**src/rtl/counter_necv_pkg.sv**
```systemverilog
// Shared helpers for counter_necv: width masks used to derive parameter-dependent constants.
package counter_necv_pkg;

    localparam int unsigned WL_MIN = 1;
    localparam int unsigned WL_MAX = 32;

    function automatic logic [31:0] width_mask(input int unsigned wl);
        logic [31:0] r_mask;
        if (wl >= 32)
            r_mask = '1;
        else
            r_mask = (32'd1 << wl) - 32'd1;
        return r_mask;
    endfunction

    function automatic logic iv_overflows(input int unsigned wl, input logic [31:0] iv);
        return (iv & ~width_mask(wl)) != 32'd0;
    endfunction

endpackage

```
**src/rtl/counter_necv.sv**
```systemverilog
// Generic up-counter with synchronous reset/clear to IV, count enable and
// a combinational terminal-count flag decoded straight from the register.
module counter_necv
    import counter_necv_pkg::*;
#(
    parameter int unsigned WL = 8,
    parameter int unsigned IV = 0
) (
    input  logic          iCLK,
    input  logic          iRST,
    input  logic          iCLR,
    input  logic          iEN,
    output logic [WL-1:0] oCNT,
    output logic          oTC
);

    localparam logic [WL-1:0] IV_T         = WL'(IV);
    localparam logic [WL-1:0] TC_VAL       = '1;
    localparam bit            IV_TRUNCATED = iv_overflows(WL, IV);

    if ((WL < WL_MIN) || (WL > WL_MAX)) begin : g_bad_wl
        $error("counter_necv: WL=%0d outside 1..32", WL);
    end

    // An oversized IV is legal; only its low WL bits reach IV_T.
    if (IV_TRUNCATED) begin : g_iv_truncated
    end

    logic [WL-1:0] r_cnt;
    logic          w_load_iv;

    assign w_load_iv = iRST | iCLR;

    always_ff @(posedge iCLK) begin
        if (w_load_iv)
            r_cnt <= IV_T;
        else if (iEN)
            r_cnt <= r_cnt + 1'b1;
    end

    assign oCNT = r_cnt;
    assign oTC  = (r_cnt == TC_VAL);

endmodule

```
**config.mk**
```make
export PLATFORM = sky130hd
export DESIGN_NAME = counter_necv
export DESIGN_NICKNAME = d
export VERILOG_FILES = /design/src/rtl/counter_necv_pkg.sv /design/src/rtl/counter_necv.sv
export SDC_FILE = /design/constraint.sdc
export NUM_CORES = 1
export LEC_CHECK = 0
export CORE_AREA = 2 2 39 41
export DETAILED_ROUTE_END_ITERATION = 16
export DIE_AREA = 0 0 41 43
export HOLD_SLACK_MARGIN = 0.12
export SLEW_MARGIN = 0
export SYNTH_ARGS = -nofsm -noshare
export SYNTH_HDL_FRONTEND = slang
export SYNTH_SLANG_ARGS = --single-unit
```
**constraint.sdc**
```tcl
create_clock -name iCLK -period 1.51 [get_ports iCLK]
set_input_delay 0.453 -clock iCLK [delete_from_list [all_inputs] [get_ports iCLK]]
set_output_delay 0.453 -clock iCLK [all_outputs]
set_load 0.005 [all_outputs]
```
==> results of run 1 <==
==> critical path: stages (launching register included) <==
cell and delay [ns]:
dfxtp_2 0.35, ha_4 0.14, nand2_2 0.04, nor3_2 0.13
buf_2 0.13
==> Yosys cell counts <==
| master | number |
|---|---|
| a21oi_1 | 3 |
| buf_2 | 1 |
| clkbuf_1 | 1 |
| dfxtp_1 | 8 |
| ha_1 | 1 |
| mux2i_1 | 1 |
| nand2_1 | 3 |
| nand3_1 | 2 |
| nand3_2 | 1 |
| nand4_1 | 2 |
| nor2_1 | 5 |
| nor3_1 | 1 |
| o21ai_0 | 2 |
| o31ai_1 | 1 |
| or2_2 | 1 |
| or3_2 | 2 |
| or4_1 | 1 |
| xnor2_1 | 1 |
| xor2_1 | 3 |
==> routing by layer <==
metal  global-route usage [%]  routed length, um
met5                        0                  0
met4                     10.0                  6
met3                     4.71                 57
met1                     17.3                338
met2                     18.4                467
==> power by group through the flow <==
stage               registers [mW]  logic, mW  clock network (mW)
floorplan                    0.220     0.0122                   0
finish                       0.215     0.0304               0.162
global placement             0.219     0.0302                   0
global route                 0.215     0.0345               0.189
CTS                          0.214     0.0293               0.172
detailed placement           0.219     0.0305                   0
==> stage by stage <==
stage	cells	setup WS, ns
floorplan	40	0.201
global placement	77	-0.166
detailed placement	77	-0.169
CTS	80	-0.118
global route	81	-0.0709
finish	81	0.00226
==> layout make-up <==
class                   instances  share of cell area [%]
well taps                      16                    3.19
clock buffers                   3                    3.59
multi-input cells              30                    34.9
repair buffers                 24                    31.5
flip-flops and latches          8                    26.9
==> cell families (layout without fill, tap and decap cells) <==
group / Yosys count / after routing / share of synthesized area, %
simple gates: 18 / 18 / 27.1
flops: 8 / 8 / 45.1
compound gates: 6 / 6 / 9.15
xor+xnor: 4 / 4 / 9.86
buf+inv: 2 / 27 / 2.46
fa+ha+maj: 1 / 1 / 3.52
mux: 1 / 1 / 2.82
==> repair_timing <==
| action | in CTS | in global routing |
|---|---|---|
| setup buffers | 0 | 1 |
| gates resized for setup | 17 | 9 |
| hold buffers | 0 | 0 |
| pin swaps | 0 | 3 |
| cloned | 0 | 0 |
| setup endpoints to repair | 9 | 3 |
==> worst paths after layout <==
check	start	end	cells after the start	slack (ns)
worst min register to register	oCNT[6]	oCNT[6]	3	0.61
worst max register to register	oCNT[1]	oCNT[6]	6	0.10
worst min-delay path	oCNT[6]	oCNT[6]	3	0.61
worst max-delay path	oCNT[1]	oTC	4	0.002
==> flow_summary.toml, run 1 <==
[status]
outcome = "completed"

[worst_setup_path]
worstPathRequired_ns = 1.06
cp-start-kind = "flip-flop"
crit_fanout = 2
end_kind = "output pin"
path_class = "flip-flop to output pin"
cp_data_arrival_time_ns = 1.05

[timing]
final-setup-viol-count = 0
slew-limit-headroom_pct = 83.3
setup-tns-final_ns = 0
min_period_ns = 1.51
tightest_slew_ns = 0.249
hold_ws_ns = 0.607
clock.fmax_mhz = 663
finalCritPeriodShare_pct = 99.9
rsz0062_at_grt = "true"
hold_viol = 0
fin_skew_ns = 0.00388
slew_violations = 0

[grt]
grt_max_degree = 9
grt_pass1_wl_um = 1600
first_global_vias = 373
gr-usage-all-layers_pct = 13.7
overflow = 0
antenna_found_initial = 0

[final_layout]
n_fill_cell = 134
seq_area_um2 = 169
num_antenna_cells = 0
synthToLayoutAreaGrowth_pct = 76.8
layout_common_cells = "buf_4, dlygate4sd2_1, dfxtp_2, nor2_1"
drive_gt1_share_pct = 47.7
largest_reg_flops = 8
nets = 72
layout.cells.most_common = "buf_4"
multi_input_area_um2 = 219
final_core_util_pct = 45.4
stdcell_area_um2 = 628

[routing]
viasPerCell = 4.59
drtIter0Drc = 8
dr.pass1.iters = 4
ant_nets = 0
num_vias = 372
routed_wl_um = 870
drc = 0
wl_per_cell_um = 10.7

[logic_synthesis]
synth-seq-cells = 8
postSynthAreaPerCell_um2 = 8.88
synthTopCellsByArea = "dfxtp_1, xor2_1, nor2_1"
synth_fp_nets = 45
synth_top_area_share_pct = 45.1
synthDistinctLibCells = 19
mappedNetlistArea_um2 = 355
synth_cells = 40
synth_top_area_cell = "dfxtp_1"
ys_warn_count = 0
yosysSeqAreaShare_pct = 45.1

[placement]
place_hpwl_um = 646
port_buffers = 12
post_dp_cell_area_um2 = 569
gp_congestion = 0.779

[floorplanning]
die-area_um2 = 1760
rows = 14
die_h_um = 43
core_um2 = 1380
io_pins = 13
start_util_pct = 25.7
die_w_um = 41

[power_and_ir_drop]
leakage_nw = 0.279
power_density_nw_per_um2 = 649
power_frac_clock_pct = 39.7
pwr-share-comb_pct = 7.5
ir_worst_vdd_uv = 339
seqPwrFrac_pct = 52.9
switchingPower_mw = 0.0855
p_int_mw = 0.322
swShare_pct = 21.0
power.total_mw = 0.408

[clock_tree]
path_clk_slew_ns = 0.06
cts_root_buf = "clkbuf_4"
clock_path_buffers = 2
cts_sinks = 8
clk_latency_ns = 0.25
htreeDepth = 1
cts_tree = "built"
cts_made_buffers = 3

[run]
drv_cap = 0

[hold_path]
worstHoldPathType = "flip-flop to flip-flop"
(Power assumes the default switching activity.)
==> run 2, diff against run 1 <==
- PLACE_DENSITY: unset -> 0.64
==> flow_summary.toml, run 2 (synthesized netlist as in run 1, its figures left out) <==
[worst_setup_path]
crit_fanout = 2
crit_chain = "ha_4 -> nand2_2 -> nor3_2 -> buf_2"
cp_data_arrival_time_ns = 1.07
slowest_delay_ns = 0.34
slowest_stage = "dfxtp_2"
end_kind = "output pin"
r2r-start = "oCNT[1]"
path_class = "flip-flop to output pin"
r2r_end = "oCNT[6]"
crit_buf_inv = 1
cp_top_family = "flip-flops"
reg2reg_depth = 6
cp-start-kind = "flip-flop"
worstPathRequired_ns = 1.06
reg2reg_slack_ns = 0.13

[clock_tree]
htreeDepth = 1
cts_tree = "built"
path_clk_slew_ns = 0.05
clock_path_buffers = 2
cts_root_buf = "clkbuf_4"
clk_latency_ns = 0.25
cts_made_buffers = 3
cts_sinks = 8

[grt]
grtUsageMet1_pct = 14.3
use_met3_pct = 3.14
first_global_vias = 362
met2_usage_pct = 16.6
grt_max_degree = 9
overflow = 0
antenna_found_initial = 0
grt-busiest-layer = "met2"
gr-usage-all-layers_pct = 11.9
grt_pass1_wl_um = 1390

[run]
drv_cap = 0

[power_and_ir_drop]
p_int_mw = 0.322
leakage_nw = 0.283
pwr-share-comb_pct = 7.4
power_frac_clock_pct = 39.1
ir_worst_vdd_uv = 446
power_density_nw_per_um2 = 641
seqPwrFrac_pct = 53.5
swShare_pct = 20.1
switchingPower_mw = 0.0808

[floorplanning]
core_um2 = 1380
die_h_um = 43
io_pins = 13
start_util_pct = 25.7
rows = 14
die-area_um2 = 1760
die_w_um = 41

[final_layout]
nets = 73
layout_common_cells = "buf_4, dlygate4sd2_1, dfxtp_2, nor2_1"
final_core_util_pct = 45.4
n_fill_cell = 144
drive_gt1_share_pct = 48.5
layout.cells.most_common = "buf_4"
largest_reg_flops = 8
synthToLayoutAreaGrowth_pct = 76.8
final_cell_count_no_fill = 82
num_antenna_cells = 0

[timing]
clock.fmax_mhz = 655
rsz0062_at_grt = "true"
setup-tns-final_ns = -0.0167
slew_violations = 0
fin_ws_ns = -0.0167
hold_viol = 0
tightest_slew_ns = 0.190
finalCritPeriodShare_pct = 101
min_period_ns = 1.53
fin_skew_ns = 0.00313
slew-limit-headroom_pct = 87.2
final-setup-viol-count = 1

[hold_path]
holdPathEnd = "oCNT[4]"
worstHoldPathType = "flip-flop to flip-flop"
min_path_cells = 3
min_from = "oCNT[4]"

[routing]
num_vias = 386
dr.pass1.iters = 4
drc = 0
viasPerCell = 4.71
drtIter0Drc = 8
ant_nets = 0
routed_wl_um = 849
wl_per_cell_um = 10.4

[status]
violations = "negative setup slack"
outcome = "finished with violations"

[placement]
place_hpwl_um = 643
dp_slack_ns = -0.231
port_buffers = 12
dp.cells = 78
gp_congestion = 0.732
## run 2: power by group through the flow
stage                     registers [mW]  clock network [mW]  logic (mW)
final                              0.215               0.157      0.0298
after global routing               0.215               0.181      0.0327
after CTS                          0.214               0.166      0.0292
after detailed placement           0.219                   0      0.0306
after global placement             0.219                   0      0.0301
after floorplan                    0.220                   0      0.0122
## run 2: layer usage
layer | vias to the layer above | wire length, um
met1 | 181 | 372
met2 | 13 | 421
met5 | - | 0
met3 | 0 | 56
met4 | 0 | 0
li1 | 192 | -
## run 2: worst max-delay path by stage
stage	depth (start not counted)	slack, ns	startpoint	endpoint
final	4	-0.02	oCNT[1]	oTC
after global routing	4	-0.11	oCNT[1]	oTC
after CTS	4	-0.10	oCNT[0]	oTC
after detailed placement	4	-0.23	iEN	oCNT[7]
after global placement	4	-0.17	iEN	oCNT[5]
after floorplan	4	0.20	iEN	oCNT[5]
## run 2: layout make-up
type                       count  area, um^2  area share, %
sequential                     8         169           26.9
multi-input combinational     30         211           33.7
clock buffer                   3        22.5           3.59
timing repair buffer          25         205           32.7
tap                           16        20.0           3.19
## run 2: tightest hold or removal path: cells and delay by family, from the launching register on
| family | cells | cell delay [ns] |
|---|---|---|
| buffers and inverters | 1 | 0.11 |
| flip-flops | 1 | 0.33 |
| AND/OR/NAND/NOR | 1 | 0.07 |
| XOR/XNOR | 1 | 0.06 |
## run 2: metrics by stage
stage	hold slack [ns]	power, mW	cell area [um^2]
final	0.596	0.402	628
after global routing	0.630	0.429	628
after CTS	0.604	0.410	602
after detailed placement	0.604	0.249	577
after global placement	0.591	0.249	577
after floorplan	0.481	0.232	355
## run 2: timing repair
action | 4_1_cts | 5_1_grt
hold buffers | 0 | 0
cloned | 0 | 0
setup endpoints to repair | 9 | 3
pin swaps | 0 | 3
gates resized for setup | 17 | 8
buffers inserted | 0 | 1
==> run 3, diff against run 2 <==
- clock period: 1.51 -> 1.8 ns (I/O delays scaled with it)
==> flow_summary.toml, run 3 (synthesized netlist as in run 1, its figures left out) <==
[final_layout]
nets = 69
final_cell_count_no_fill = 78
n_fill_cell = 149
synthToLayoutAreaGrowth_pct = 63.4
stdcell_area_um2 = 581
num_antenna_cells = 0
layout_common_cells = "clkdlybuf4s50_1, buf_4, dfxtp_1, nor2_1"
drive_gt1_share_pct = 30.6
layout.cells.most_common = "clkdlybuf4s50_1"
largest_reg_flops = 8

[timing]
min_period_ns = 1.76
setup-tns-final_ns = 0
fin_skew_ns = 0.00187
slew_violations = 0
finalCritPeriodShare_pct = 97.8
final-setup-viol-count = 0
clock.fmax_mhz = 568
hold_viol = 0
slew-limit-headroom_pct = 87.6
rsz0062_at_grt = "false"
fin_ws_ns = 0.0397
tightest_slew_ns = 0.184

[grt]
grt_pass1_wl_um = 1320
grt_max_degree = 9
antenna_found_initial = 0
overflow = 0
first_global_vias = 325
gr-usage-all-layers_pct = 11.1

[worst_setup_path]
reg2reg_depth = 5
slowest_stage = "clkdlybuf4s50_1"
reg2reg_slack_ns = 0.49
worstPathRequired_ns = 1.26
cp-start-kind = "flip-flop"
r2r-start = "oCNT[0]"
r2r_end = "oCNT[6]"
path_class = "flip-flop to output pin"
end_kind = "output pin"
slowest_delay_ns = 0.49
crit_chain = "buf_4 -> clkdlybuf4s50_1"
crit_fanout = 3
cp_data_arrival_time_ns = 1.22

[clock_tree]
postCtsSetupBuffers = 0
cts_sinks = 8
cts_root_buf = "clkbuf_4"
cts_made_buffers = 3
htreeDepth = 1
clock_path_buffers = 2
cts_tree = "built"
path_clk_slew_ns = 0.05
clk_latency_ns = 0.25
hold_buffers = 0

[placement]
place_hpwl_um = 615
port_buffers = 12
dp_slack_ns = -0.00643
post_dp_cell_area_um2 = 554
dp.cells = 75
gp_congestion = 0.662

[power_and_ir_drop]
power_density_nw_per_um2 = 582
leakage_nw = 0.229
swShare_pct = 20.1
seqPwrFrac_pct = 53.1
ir_worst_vdd_uv = 274
switchingPower_mw = 0.0679
power_frac_clock_pct = 39.5
p_int_mw = 0.270
pwr-share-comb_pct = 7.4
power.total_mw = 0.338

[routing]
routed_wl_um = 807
wl_per_cell_um = 10.3
drtIter0Drc = 5
dr.pass1.iters = 5
drc = 0
viasPerCell = 4.60
num_vias = 359
ant_nets = 0

[status]
outcome = "completed"

[floorplanning]
rows = 14
start_util_pct = 25.7
core_um2 = 1380
die_h_um = 43
die_w_um = 41
io_pins = 13
die-area_um2 = 1760

[hold_path]
holdPathEnd = "oCNT[7]"
min_from = "oCNT[7]"
worstHoldPathType = "flip-flop to flip-flop"
min_path_cells = 2

[run]
drv_cap = 0
==> run 3: cell types whose count changed in the layout (fill, tap and decap cells not counted), moves of 4 or more <==
cell,delta
dfxtp_2,-6
dfxtp_1,+6
dlygate4sd2_1,-8
clkdlybuf4s50_1,+8
buf_4,-4
==> run 3: power by group through the flow <==
stage / combinational, mW / clock (mW) / sequential, mW
global placement: 0.0255 / 0 / 0.183
finish: 0.0249 / 0.133 / 0.180
CTS: 0.0257 / 0.140 / 0.180
floorplan: 0.0102 / 0 / 0.185
detailed placement: 0.0256 / 0 / 0.183
global route: 0.0278 / 0.152 / 0.180
==> run 3: layout make-up <==
cell class                      count  area, um^2  share of cell area [%]
Tap cell                           16        20.0                    3.45
Multi-Input combinational cell     30         191                    33.0
Timing Repair Buffer               21         185                    31.9
Clock buffer                        3        22.5                    3.88
Sequential cell                     8         161                    27.8
==> run 3: worst max-delay path by stage <==
stage            start       to  slack, ns
6_report       oCNT[3]  oCNT[3]       0.04
5_1_grt        oCNT[3]  oCNT[3]      0.003
4_1_cts        oCNT[2]  oCNT[2]       0.03
3_5_place_dp       iEN  oCNT[7]     -0.006
3_3_place_gp       iEN  oCNT[5]       0.02
2_1_floorplan      iEN  oCNT[5]       0.40
==> run 3: routing by layer <==
layer  vias to the layer above  routed length (um)  global-route usage [%]
met1                       164                 383                    16.3
met4                         0                   0                    6.00
li1                        184                   -                       -
met5                         -                   0                       0
met3                         0                  57                    4.71
met2                        11                 366                    13.1
==> run 3: metrics by stage <==
step / hold WS [ns] / utilization (%)
after global routing: 0.526 / 42.0
after detailed placement: 0.491 / 40.1
after floorplan: 0.481 / -
after global placement: 0.493 / 40.1
final: 0.499 / 42.0
after CTS: 0.501 / 41.6
==> run 3: critical path: cells and delay by family (launching register included) <==
kind	cells	cell delay (ns)
buf+inv	2	0.62
flops	1	0.35
==> run 3: timing repair <==
action                                  4_1_cts  5_1_grt
endpoints found under the setup margin        1        3
gates resized for setup                       1        5
hold endpoints to repair                      0        0
